File: src/rtl/phi2_controller_pkg.sv
// Shared encodings for the PHI2 clock controller: mode values and PHI2 levels.
package phi2_controller_pkg;

  typedef enum logic {
    MODE_FREE = 1'b0,
    MODE_STEP = 1'b1
  } mode_e;

  localparam logic LOW  = 1'b0;
  localparam logic HIGH = 1'b1;

endpackage

File: src/rtl/phi2_controller_sync.sv
// Multi-flop synchroniser for the asynchronous stop, go and RESB-sense lines.
module phi2_sync
  import phi2_controller_pkg::*;
#(
  parameter int   STAGES    = 2,
  parameter logic RESET_VAL = LOW
) (
  input  logic clk,
  input  logic resb,
  input  logic d,
  output logic q
);

  logic [STAGES-1:0] chain;

  always_ff @(posedge clk or negedge resb) begin
    if (!resb) begin
      chain <= {STAGES{RESET_VAL}};
    end else begin
      chain[0] <= d;
      for (int i = 1; i < STAGES; i++) begin
        chain[i] <= chain[i-1];
      end
    end
  end

  assign q = chain[STAGES-1];

endmodule

File: src/rtl/phi2_controller.sv
// 6502 PHI2 generator: free-run divider with wait states, GO-driven single step,
// and the CPU reset sequencer that holds RESB for a number of PHI2 cycles.
module phi2_controller
  import phi2_controller_pkg::*;
#(
  parameter int DIV_WIDTH    = 8,
  parameter int DEFAULT_HALF = 6,
  parameter int WAIT_WIDTH   = 4,
  parameter int MIN_HALF     = 2,
  parameter int RESET_CYCLES = 8,
  parameter int SYNC_STAGES  = 2
) (
  input  logic                  clk,
  input  logic                  resb,
  input  logic                  stop,
  input  logic                  go,
  input  logic [WAIT_WIDTH-1:0] wait_states,
  input  logic                  cfg_we,
  input  logic [DIV_WIDTH-1:0]  cfg_data,
  input  logic                  reset_request,
  input  logic                  cpu_resb_sense,
  output logic                  phi2,
  output logic                  phi2_rise,
  output logic                  phi2_fall,
  output logic                  cpu_reset_hold,
  output logic                  step_mode
);

  localparam int CNT_W = ((DIV_WIDTH > WAIT_WIDTH) ? DIV_WIDTH : WAIT_WIDTH) + 2;
  localparam int RST_W = $clog2(RESET_CYCLES + 1);
  localparam logic [CNT_W-1:0] MIN_C = CNT_W'(MIN_HALF);

  logic                  stop_s, go_s, sense_s;
  mode_e                 state, state_next;
  logic [DIV_WIDTH-1:0]  half, half_pend, cfg_val;
  logic [WAIT_WIDTH-1:0] wait_q;
  logic [CNT_W-1:0]      cnt, cnt_next, base, limit;
  logic                  toggle, go_pend, trigger;
  logic [RST_W-1:0]      rst_cnt;

  phi2_sync #(.STAGES(SYNC_STAGES), .RESET_VAL(HIGH)) u_stop_sync (
    .clk(clk), .resb(resb), .d(stop), .q(stop_s)
  );
  phi2_sync #(.STAGES(SYNC_STAGES), .RESET_VAL(LOW)) u_go_sync (
    .clk(clk), .resb(resb), .d(go), .q(go_s)
  );
  phi2_sync #(.STAGES(SYNC_STAGES), .RESET_VAL(HIGH)) u_sense_sync (
    .clk(clk), .resb(resb), .d(cpu_resb_sense), .q(sense_s)
  );

  // cnt_next is the number of clk cycles the current level will have lasted
  // once this cycle ends; it saturates so long step-mode phases cannot wrap.
  always_comb begin
    cfg_val  = (cfg_data == '0) ? DIV_WIDTH'(1) : cfg_data;
    cnt_next = (cnt == '1) ? cnt : cnt + CNT_W'(1);
    base     = (CNT_W'(half) > MIN_C) ? CNT_W'(half) : MIN_C;
    limit    = base;
    if (state == MODE_FREE && phi2 == HIGH) limit = base + CNT_W'(wait_q);
  end

  always_comb begin
    toggle = 1'b0;
    if (state == MODE_FREE) begin
      toggle = (cnt_next >= limit);
    end else begin
      toggle = (cnt_next >= MIN_C) && (go_pend || (go_s != phi2));
    end
  end

  // Mode FSM: state register
  always_ff @(posedge clk or negedge resb) begin
    if (!resb) state <= MODE_FREE;
    else       state <= state_next;
  end

  // Mode FSM: next state; both switches happen only with PHI2 low
  always_comb begin
    state_next = state;
    if (state == MODE_FREE) begin
      if (!stop_s && toggle && phi2 == HIGH) state_next = MODE_STEP;
    end else begin
      if (stop_s && phi2 == LOW && cnt_next >= MIN_C) state_next = MODE_FREE;
    end
  end

  // Mode FSM: outputs
  always_comb begin
    step_mode = (state == MODE_STEP);
  end

  // A write landing on a boundary takes effect for the phase that boundary starts.
  always_ff @(posedge clk or negedge resb) begin
    if (!resb) begin
      phi2      <= LOW;
      phi2_rise <= 1'b0;
      phi2_fall <= 1'b0;
      cnt       <= '0;
      half      <= DIV_WIDTH'(DEFAULT_HALF);
      half_pend <= DIV_WIDTH'(DEFAULT_HALF);
      wait_q    <= '0;
      go_pend   <= 1'b0;
    end else begin
      phi2_rise <= toggle && (phi2 == LOW);
      phi2_fall <= toggle && (phi2 == HIGH);
      if (cfg_we) half_pend <= cfg_val;
      if (toggle) begin
        phi2 <= ~phi2;
        cnt  <= '0;
        half <= cfg_we ? cfg_val : half_pend;
        if (phi2 == LOW) wait_q <= wait_states;
      end else begin
        cnt <= cnt_next;
      end
      // Remembers a GO change seen before the minimum phase elapsed.
      go_pend <= (state == MODE_STEP) && !toggle && (go_pend || (go_s != phi2));
    end
  end

  always_comb begin
    trigger = reset_request || (!sense_s && !cpu_reset_hold);
  end

  always_ff @(posedge clk or negedge resb) begin
    if (!resb) begin
      cpu_reset_hold <= 1'b1;
      rst_cnt        <= '0;
    end else if (trigger) begin
      cpu_reset_hold <= 1'b1;
      rst_cnt        <= '0;
    end else if (cpu_reset_hold && phi2_fall) begin
      rst_cnt <= rst_cnt + RST_W'(1);
      if (rst_cnt == RST_W'(RESET_CYCLES - 1)) cpu_reset_hold <= 1'b0;
    end
  end

endmodule

File: config.mk
export PLATFORM = sky130hd
export DESIGN_NAME = phi2_controller
export DESIGN_NICKNAME = d
export VERILOG_FILES = /design/src/rtl/phi2_controller_pkg.sv /design/src/rtl/phi2_controller_sync.sv /design/src/rtl/phi2_controller.sv
export SDC_FILE = /design/constraint.sdc
export NUM_CORES = 1
export LEC_CHECK = 0
export ABC_CLOCK_PERIOD_IN_PS = 4700
export CORE_ASPECT_RATIO = 0.6
export CORE_MARGIN = 3
export CORE_UTILIZATION = 45
export CTS_CLUSTER_DIAMETER = 100
export DETAILED_ROUTE_END_ITERATION = 6
export GPL_TIMING_DRIVEN = 0
export PLACE_DENSITY_LB_ADDON = 0.08
export SETUP_SLACK_MARGIN = 0.3
export SYNTH_ARGS = -nofsm -noshare
export SYNTH_HDL_FRONTEND = slang
export SYNTH_SLANG_ARGS = --single-unit
File: constraint.sdc
create_clock -name clk -period 4.7 [get_ports clk]
set_clock_uncertainty 0.05 [all_clocks]
set_input_delay 1.175 -clock clk [delete_from_list [all_inputs] [get_ports clk]]
set_output_delay 1.175 -clock clk [all_outputs]
set_load 0.05 [all_outputs]
==> impl_results.md, run 1 <==
- Netlist cell types: 51
- GR Overflow Total: 0
- Syn Nets: 271
- WL/cell: 14.5 µm
- FMAX: ~0.25 GHz
- Initial drt markers: just under 90
- Final wirelength: 4990 µm
- Final Hold Fails: 0
- Minimum clock period after layout: 4.02 ns
- Req. time, crit path: 4.84 ns
- Final Cycle Share: 0.855
- Area grow syn2layout: 18.0%
- Hold WS: roughly 0.30 ns
- Avg Inst Size Synth: 10.9 µm²
- Largest net degree at the start of global routing: 25
- Final TNS setup: 0 ns
- DPL Wire Length: 3920 µm
- Synth Register Bits: 46
- Worst slew margin: 0.626
- Clock H-tree levels: 2
- Drt pass-1 iters: 4
- Clock Latency Late Sink: 0.30 ns
- Critical Path AT: 4.16 ns
- Clock sinks: 46
- Max FO, Critical Path: 10
- Peak supply drop: roughly 0.00038 V
- Clock Path Buffers: 2
- Vias in the first global route: between 1500 and 2000
- Critical-path cell list: nor4_1 > nand2_1 > o21a_1 > ha_1 > a21o_1 > a21oi_1 > o21ai_0 > and3_1 > xnor2_1 > ha_1 > a21oi_1 > o221ai_1 > a211oi_2 > o221ai_4 > buf_6 > mux2_4
- Rows: 20
- RSZ-0062 raised after global routing: false
- Worst-path clk slew: 0.09 ns
- Antenna cells: 0
- Critical path class: reg -> reg
- MaxCap Viol Count: 0
- Status: complete, no violations
- Vias: 1820
- Root Buffer: clkbuf_8
- Leakage power: approximately 1.3 nW
- Synth warn: 0
- Ys flop type: dfrtp_1
- Largest stage delay, worst path: around 0.46 ns
- Slowest-stage cell, CP: dfrtp_1
- # setup viols final: 0
- Die area: approximately 6700 µm²
- Post-route DRC: 0
- Worst-Margin Slew: 0.561 ns
- Gr usage total: 0.160
- Global-route wire length before repair: approximately 8400 µm
- CTS Buf Count: 5
- Drt via density: roughly 5.3
- Post-Syn Instances: 236
- Final Slew Violations: 0
- Die height: 64.7 µm
- Number of flops mapped to enable cells by yosys: 0
- Routability cong.: slightly above 0.8
- Layout cells sized above 1: 0.195
- I/O pins: 24
- Core footprint: 5310 µm²
- Tot Pwr: 0.00190 W
- Nets@finish: roughly 300
- Pwr dens: ~620 nW/µm²
- Mapped cell area: 2580 µm²
- Async S/R FF share, synth: 1.00
- Initial antenna violation count: 0
- Hold_buf cts: 0
- Worst hold path type: reg -> reg
- Port bufs: 22
- Crit. End Element: flop
- Post-synthesis sequential area ratio: 0.450
- CTS tree: yes
- Starting Density: 0.487
- Post-route ant nets: 0
- Post-route insts no fill: 344
- Placed insts: 336
- Critical path launch point type: flop
- Die width: 104 µm
[timing repair]
action	4_1_cts	5_1_grt
setup endpoints to repair	0	8
setup buffers	0	0
resized for setup	0	2
[final timing paths]
| check | cells after the start | from | endpoint | slack, ns |
|---|---|---|---|---|
| worst max-delay path | 16 | half[5] | half[6] | 0.68 |
| min in group asynchronous | 1 | resb | cnt[5] | 0.80 |
| worst max register to register | 16 | half[5] | half[6] | 0.68 |
| max in group asynchronous | 2 | resb | u_stop_sync.chain[0] | 3.21 |
| worst min-delay path | 0 | u_go_sync.chain[0] | u_go_sync.chain[1] | 0.30 |
| worst min register to register | 0 | u_go_sync.chain[0] | u_go_sync.chain[1] | 0.30 |
[cells in the mapped netlist (2+ instances only)]
cell type / count / share of area
mux2_4: 2 / 0.012
nor2b_1: 4 / 0.0097
buf_2: 3 / 0.0058
nor4_1: 3 / 0.0073
mux2_2: 20 / 0.087
nand2_1: 10 / 0.015
and2_1: 2 / 0.0048
dfstp_2: 9 / 0.092
or4_1: 2 / 0.0058
ha_1: 15 / 0.073
nor3b_1: 2 / 0.0058
buf_4: 2 / 0.0058
xor2_1: 5 / 0.017
nor2_1: 13 / 0.019
a211oi_1: 2 / 0.0058
o21ai_0: 8 / 0.015
nand4_1: 4 / 0.0097
o21a_1: 3 / 0.0087
nand3_1: 6 / 0.012
a21oi_1: 11 / 0.021
nor3_1: 4 / 0.0077
a22oi_1: 3 / 0.0087
clkbuf_1: 4 / 0.0058
inv_1: 12 / 0.017
and2b_1: 3 / 0.0087
dfrtp_1: 37 / 0.36
a21o_1: 3 / 0.0087
nand2b_1: 3 / 0.0073
and3_1: 7 / 0.017
xnor2_1: 10 / 0.034
a31oi_1: 4 / 0.0097
[power by group]
part	total, W	internal, W	switching, W
Clock	0.000290	0.000159	0.000131
Sequential	0.000606	0.000510	0.0000960
Combinational	0.000999	0.000482	0.000517
Total	0.00190	0.00115	0.000744
[state kept, by name, indices dropped and copies added (netlist names)]
signal / cells
rst_cnt: 4
cnt: 10
phi2_fall: 1
wait_q: 4
half: 8
cpu_reset_hold: 1
u_stop_sync.chain: 2
go_pend: 1
step_mode: 1
phi2: 1
u_sense_sync.chain: 2
half_pend: 8
phi2_rise: 1
u_go_sync.chain: 2
[critical path, delay by kind of cell, from the launching register on]
kind	cells	cell delay, ns
compound gates	8	1.63
simple gates	3	0.61
fa+ha+maj	2	0.50
flops	1	0.46
mux	1	0.30
buf+inv	1	0.21
xor+xnor	1	0.13
[cells by family (layout without fill, tap and decap cells)]
kind of cell / count (synthesis) / count (layout) / synth area share
muxes: 24 / 24 / 0.111
buffers and inverters: 22 / 53 / 0.0392
xor gates and xnor gates: 15 / 15 / 0.0508
and+or+nand+nor: 68 / 68 / 0.152
AOI/OAI and AO/OA: 45 / 45 / 0.117
adders and majority gates: 16 / 16 / 0.0804
DFF: 46 / 46 / 0.450
[stage by stage]
stage / setup slack (ns) / utilization / area, µm²
floorplan: 1.01 / - / 2580
global placement: 0.541 / 0.547 / 2900
detailed placement: 0.553 / 0.551 / 2920
CTS: 0.501 / 0.572 / 3030
global route: 0.321 / 0.575 / 3050
finish: 0.682 / 0.575 / 3050
[layout by cell type, fill, tap and decap left out, types with 2 or more instances in the layout]
| master | instances |
|---|---|
| buf_4 | 2 |
| and2b_1 | 3 |
| clkdlybuf4s50_1 | 21 |
| mux2_2 | 20 |
| a31oi_1 | 4 |
| nor2_1 | 13 |
| clkbuf_8 | 5 |
| nor3b_1 | 2 |
| o21ai_0 | 8 |
| xor2_1 | 5 |
| a22oi_1 | 3 |
| and2_1 | 2 |
| nand2_1 | 10 |
| xnor2_1 | 10 |
| dfstp_2 | 9 |
| inv_1 | 12 |
| dfrtp_1 | 37 |
| nor3_1 | 4 |
| or4_1 | 2 |
| a21oi_1 | 11 |
| and3_1 | 7 |
| a21o_1 | 3 |
| nand4_1 | 4 |
| clkbuf_1 | 5 |
| ha_1 | 15 |
| nand2b_1 | 3 |
| mux2_4 | 2 |
| nand3_1 | 6 |
| nor4_1 | 3 |
| o21a_1 | 3 |
| buf_2 | 4 |
| nor2b_1 | 4 |
[metal layers]
metal | vias up | share of wire | track usage
li1 | 912 | - | -
met1 | 876 | 0.58 | 0.267
met2 | 27 | 0.37 | 0.197
met3 | 5 | 0.041 | 0.0358
met4 | 0 | 0.0080 | 0.0448
met5 | - | 0 | 0
[area by class of cell]
class	instances	area [µm²]
Clock inverter	2	37.5
Timing Repair Buffer	23	243
Inverter	12	45.0
Sequential cell	46	1160
Clock buffer	6	72.6
Tap cell	77	96.3
Fill cell	508	2260
Buffer	10	56.3
Multi-Input combinational cell	168	1340
(Power assumes the default switching activity.)
==> inputs of run 2 (changes only) <==
--- a/config.mk
+++ b/config.mk
@@ -5,7 +5,6 @@
 export SDC_FILE = /design/constraint.sdc
 export NUM_CORES = 1
 export LEC_CHECK = 0
-export ABC_CLOCK_PERIOD_IN_PS = 4700
 export CORE_ASPECT_RATIO = 0.6
 export CORE_MARGIN = 3
 export CORE_UTILIZATION = 45
==> constraint.sdc (replaced) <==
create_clock -name clk -period 5.1 [get_ports clk]
set_clock_uncertainty 0.05 [all_clocks]
set_input_delay 1.275 -clock clk [delete_from_list [all_inputs] [get_ports clk]]
set_output_delay 1.275 -clock clk [all_outputs]
set_load 0.05 [all_outputs]
==> run 2 against run 1 <==
Power is 8.6% lower. Clock power is 7.9% lower. Wire length is 0.10% lower. Non-clock buffer count stayed put. Critical path type unchanged. Sequential power is 7.9% lower. Clock-buffer cell count stayed put. Register-to-register slack better by 0.26 ns. Combinational power is 9.2% lower. Critical path depth stayed put. Cell area is 0.53% lower. Core utilization is 0.31 points lower. Worst hold slack better by 0.00071 ns.
==> impl_results.md, run 2 (same netlist as run 1, synthesis figures left out) <==
- MaxCap Viol Count: 0
- CTS tree: yes
- Minimum clock period after layout: 4.16 ns
- Worst hold path type: reg -> reg
- Commonest cells after routing, fill and taps aside: dfrtp_1 (37), clkdlybuf4s50_1 (21), mux2_2 (20), ha_1 (15), nor2_1 (13)
- FMAX: between 0.2 and 0.25 GHz
- Critical path class: reg -> reg
- Post-route DRC: 0
- Clock H-tree levels: 2
- Largest regs: cnt x10, half x8, half_pend x8
- Worst Hold Path EP: u_go_sync.chain[1]
- Global-route wire length before repair: 8450 µm
- Post-route ant nets: 0
- Clock Latency Late Sink: 0.30 ns
- Final Worst Setup Slack: approximately 0.94 ns
- Final Hold Fails: 0
- Final TNS setup: 0 ns
- Final design utilization: 0.572
- Reg-to-Reg End: half[6]
- Die height: 64.7 µm
- Leakage power: roughly 1.3 nW
- Final Slew Violations: 0
- Largest stage delay, worst path: 0.46 ns
- Worst slew margin: 0.623
- I/O pins: 24
- Buf/Inv on CP: 1
- CTS Buf Count: 5
- Max FO, Critical Path: 10
- Initial antenna violation count: 0
- Commonest non-fill, non-tap cell in the layout: dfrtp_1
- Worst hold stages: 0
- Final Cycle Share: 0.816
- Critical-path cell list: nor4_1 > nand2_1 > o21a_1 > ha_1 > a21o_1 > a21oi_1 > o21ai_0 > and3_1 > xnor2_1 > ha_1 > a21oi_1 > o221ai_1 > a211oi_1 > o221ai_2 > buf_6 > mux2_4
- # setup viols final: 0
- Core footprint: 5310 µm²
- Hold_buf cts: 0
- Vias: 1805
- Vias in the first global route: 1629
- Crit. End Element: flop
- Peak supply drop: 0.000351 V
- Top Family by Delay on Critical Path: compound AO/OA/AOI/OAI gates
- Critical Path AT: between 4 and 5 ns
- Req. time, crit path: 5.24 ns
- Port bufs: 22
- Most flop-heavy register: cnt
- GR Overflow Total: 0
- Root Buffer: clkbuf_8
- Clock Path Buffers: 2
- DP Worst Slack: between 0.9 and 1 ns
- Rows: 20
- Pwr dens: approximately 570 nW/µm²
- Die width: 104 µm
- WL/cell: about 14 µm
- Worst R2R Start: half[5]
- Layout cells sized above 1: 0.191
- Drt via density: between 5 and 6
- Clock sinks: 46
- Drt pass-1 iters: 4
- Setup Buffers After CTS: 0
- Number of gates resized after cts: 0
- Nets@finish: 301
- RSZ-0062 raised after global routing: false
- Initial drt markers: 78
- Routability cong.: 0.813
- Final wirelength: 4990 µm
- Gr usage total: 0.160
- Number of flip-flops in the largest register: 10
- Post-route insts no fill: 344
- Largest net degree at the start of global routing: 25
- Depth of the worst register-to-register path: 16
- Min-delay src: u_go_sync.chain[0]
- Antenna cells: 0
- Area grow syn2layout: 17.4%
- Hold WS: ~0.30 ns
- Status: complete, no violations
- Slowest-stage cell, CP: dfrtp_1
- Worst-Margin Slew: 0.565 ns
- Die area: 6720 µm²
- Critical path launch point type: flop
- R2R Setup Slk: 0.94 ns
- Worst-path clk slew: 0.09 ns
- Starting Density: 0.487
- DPL Wire Length: 3920 µm
- Placed insts: 336
==> run 2: layout make-up <==
| type | instances | area [µm²] |
|---|---|---|
| clock inverter | 2 | 37.5 |
| inverter | 12 | 45.0 |
| multi-input combinational | 168 | 1320 |
| clock buffer | 6 | 72.6 |
| timing repair buffer | 23 | 243 |
| fill | 510 | 2270 |
| buffer | 10 | 56.3 |
| sequential | 46 | 1160 |
| tap | 77 | 96.3 |
==> run 2: worst max-delay path by stage <==
stage                  from      end  slack [ns]  depth (start not counted)
global route        half[5]  half[6]        0.51                         16
detailed placement  half[5]  half[6]        0.95                         16
global placement    half[5]  half[6]        0.94                         17
finish              half[5]  half[6]        0.94                         16
CTS                 half[5]  half[6]        0.90                         16
floorplan           half[5]  half[5]        1.41                         17
==> run 2: through the flow <==
step	area (µm²)	total power [W]
2_1_floorplan	2580	0.00125
3_3_place_gp	2900	0.00145
3_5_place_dp	2920	0.00147
4_1_cts	3030	0.00175
5_1_grt	3030	0.00189
6_report	3030	0.00173
==> run 2: routing by layer <==
layer | routed length [µm] | global-route usage | up-vias
met5 | 0 | 0 | -
met4 | 40 | 0.0448 | 0
met3 | 215 | 0.0358 | 5
met2 | 1840 | 0.197 | 29
met1 | 2890 | 0.267 | 861
li1 | - | - | 910
==> run 2: where the power goes <==
part	leakage, nW	internal [W]	switching, W	total [W]
clock network	0.0514	0.000146	0.000121	0.000267
registers	0.559	0.000470	0.0000881	0.000558
logic	0.728	0.000436	0.000470	0.000907
==> inputs of run 3 (changes only) <==
==> constraint.sdc (replaced) <==
create_clock -name clk -period 3.39 [get_ports clk]
set_clock_uncertainty 0.05 [all_clocks]
set_input_delay 0.8475 -clock clk [delete_from_list [all_inputs] [get_ports clk]]
set_output_delay 0.8475 -clock clk [all_outputs]
set_load 0.05 [all_outputs]
==> run 3 against run 2 <==
The flow now finishes with violations (negative setup slack). Largest cell class unchanged. Critical path depth is 1 higher. Clock power is 48% higher. Global-route usage is 0.70 points higher. Worst hold slack better by 0.0029 ns. Worst setup slack worse by 1.3 ns. Highest routed layer unchanged.
==> impl_results.md, run 3 (same netlist as run 1, synthesis figures left out) <==
- Clock Latency Late Sink: 0.29 ns
- Most flop-heavy register: cnt
- Core footprint: roughly 5300 µm²
- Initial drt markers: 68
- Initial antenna violation count: 0
- Routability cong.: 0.834
- Number of flip-flops in the largest register: 10
- FMAX: approximately 0.27 GHz
- Drt via density: approximately 5.3
- Starting Density: 0.487
- Final Worst Setup Slack: -0.360 ns
- GR Overflow Total: 0
- Die width: about 100 µm
- Critical path class: reg -> reg
- CTS Buf Count: 5
- Root Buffer: clkbuf_8
- Slowest-stage cell, CP: dfrtp_1
- Port bufs: 22
- Fin area: between 3000 and 4000 µm²
- Critical path launch point type: flop
- Final Hold Fails: 0
- Layout cells sized above 1: 0.330
- Buf/Inv on CP: 3
- Final wirelength: 5330 µm
- WL/cell: 15.0 µm
- Clock H-tree levels: 2
- Commonest non-fill, non-tap cell in the layout: dfrtp_1
- Worst slew margin: 0.661
- Worst-Margin Slew: around 0.5 ns
- Post-route DRC: 0
- Largest regs: cnt x10, half x8, half_pend x8
- DPL Wire Length: approximately 3800 µm
- I/O pins: 24
- Rows: 20
- Final Cycle Share: 1.11
- DP Worst Slack: -0.626 ns
- Drt pass-1 iters: 5
- Worst hold path type: reg -> reg
- CTS tree: yes
- Vias in the first global route: 1807
- Nets@finish: 313
- Critical-path cell list: nor4_2 > nand2_1 > nand2b_1 > buf_4 > inv_2 > fa_2 > nor2b_4 > o21ai_2 > a21oi_2 > and3_4 > xnor2_2 > ha_2 > and3_4 > a211oi_4 > o221ai_4 > buf_6 > mux2_4
- Vias: 1883
- Failing checks: negative setup slack
- RSZ-0062 raised after global routing: true
- MaxCap Viol Count: 0
- Commonest cells after routing, fill and taps aside: dfrtp_1 (36), clkdlybuf4s50_1 (21), mux2_2 (20)
- Largest stage delay, worst path: 0.40 ns
- Top Family by Delay on Critical Path: simple AND/OR/NAND/NOR gates
- Most frequent CP cell: and3_4
- Die height: 64.7 µm
- Final Slew Violations: 0
- Max FO, Critical Path: 5
- Peak supply drop: 0.000394 V
- Status: finished, violations left
- # setup viols final: 25
- Crit. End Element: flop
- Worst-path clk slew: around 0.080 ns
- Req. time, crit path: 3.52 ns
- Area grow syn2layout: 27.8%
- Antenna cells: 0
- Minimum clock period after layout: 3.75 ns
- Largest net degree at the start of global routing: 40
- Clock Path Buffers: 2
- Hold_buf cts: 0
- Dpl cell area: slightly below 3000 µm²
- Post-route ant nets: 0
- Clock sinks: 46
- Global-route wire length before repair: 8960 µm
- Gr usage total: 0.167
- Critical Path AT: 3.88 ns
- Leakage power: roughly 1.4 nW
- Die area: 6720 µm²
- Pwr dens: slightly above 900 nW/µm²
run 3: cell count changes in the layout (fill, tap and decap cells not counted), sizes merged:
cell      delta
buf         +12
clkinvlp     -1
clkbuf       +1
run 3: layer usage:
layer,part of all wire,track usage
met2,0.40,0.234
met5,0,0
met4,0.0039,0.0299
met3,0.051,0.0408
met1,0.54,0.261
run 3: final cells by class:
cell class,instances,area (µm²)
sequential,46,1160
inverter,12,45.0
timing repair buffer,35,345
multi-input combinational,168,1490
clock inverter,1,30.0
clock buffer,7,76.3
fill,449,2000
buffer,10,56.3
tap,77,96.3
run 3: path summary, 6_finish.rpt:
path	from	to	slack, ns	cells after the start
max in group asynchronous	resb	u_stop_sync.chain[1]	2.42	2
max reg2reg	half[4]	half[6]	-0.36	17
min reg2reg	u_go_sync.chain[0]	u_go_sync.chain[1]	0.31	0
max	half[4]	half[6]	-0.36	17
min in group asynchronous	resb	half_pend[5]	0.35	1
min	u_go_sync.chain[0]	u_go_sync.chain[1]	0.31	0
run 3: power breakdown:
part / leakage, nW / switching (W) / total, W / internal [W]
logic: 0.830 / 0.000892 / 0.00183 / 0.000942
clock network: 0.0524 / 0.000173 / 0.000394 / 0.000221
registers: 0.558 / 0.000136 / 0.000844 / 0.000708
total: 1.44 / 0.00120 / 0.00307 / 0.00187
run 3: repair_timing:
item,CTS,global route
gates cloned,0,0
gates resized for setup,20,12
pin swaps,13,16
setup endpoints to repair,25,25
buffers inserted,12,0
run 3: per-stage QoR:
| step | utilization | hold WS [ns] | cells | setup TNS (ns) | power [W] |
|---|---|---|---|---|---|
| after floorplan | - | 0.281 | 236 | -0.386 | 0.00191 |
| after global placement | 0.550 | 0.284 | 335 | -9.37 | 0.00221 |
| after detailed placement | 0.553 | 0.291 | 336 | -9.86 | 0.00224 |
| after CTS | 0.611 | 0.309 | 356 | -5.56 | 0.00299 |
| after global routing | 0.623 | 0.315 | 356 | -10.32 | 0.00330 |
| final | 0.623 | 0.306 | 356 | -6.92 | 0.00307 |
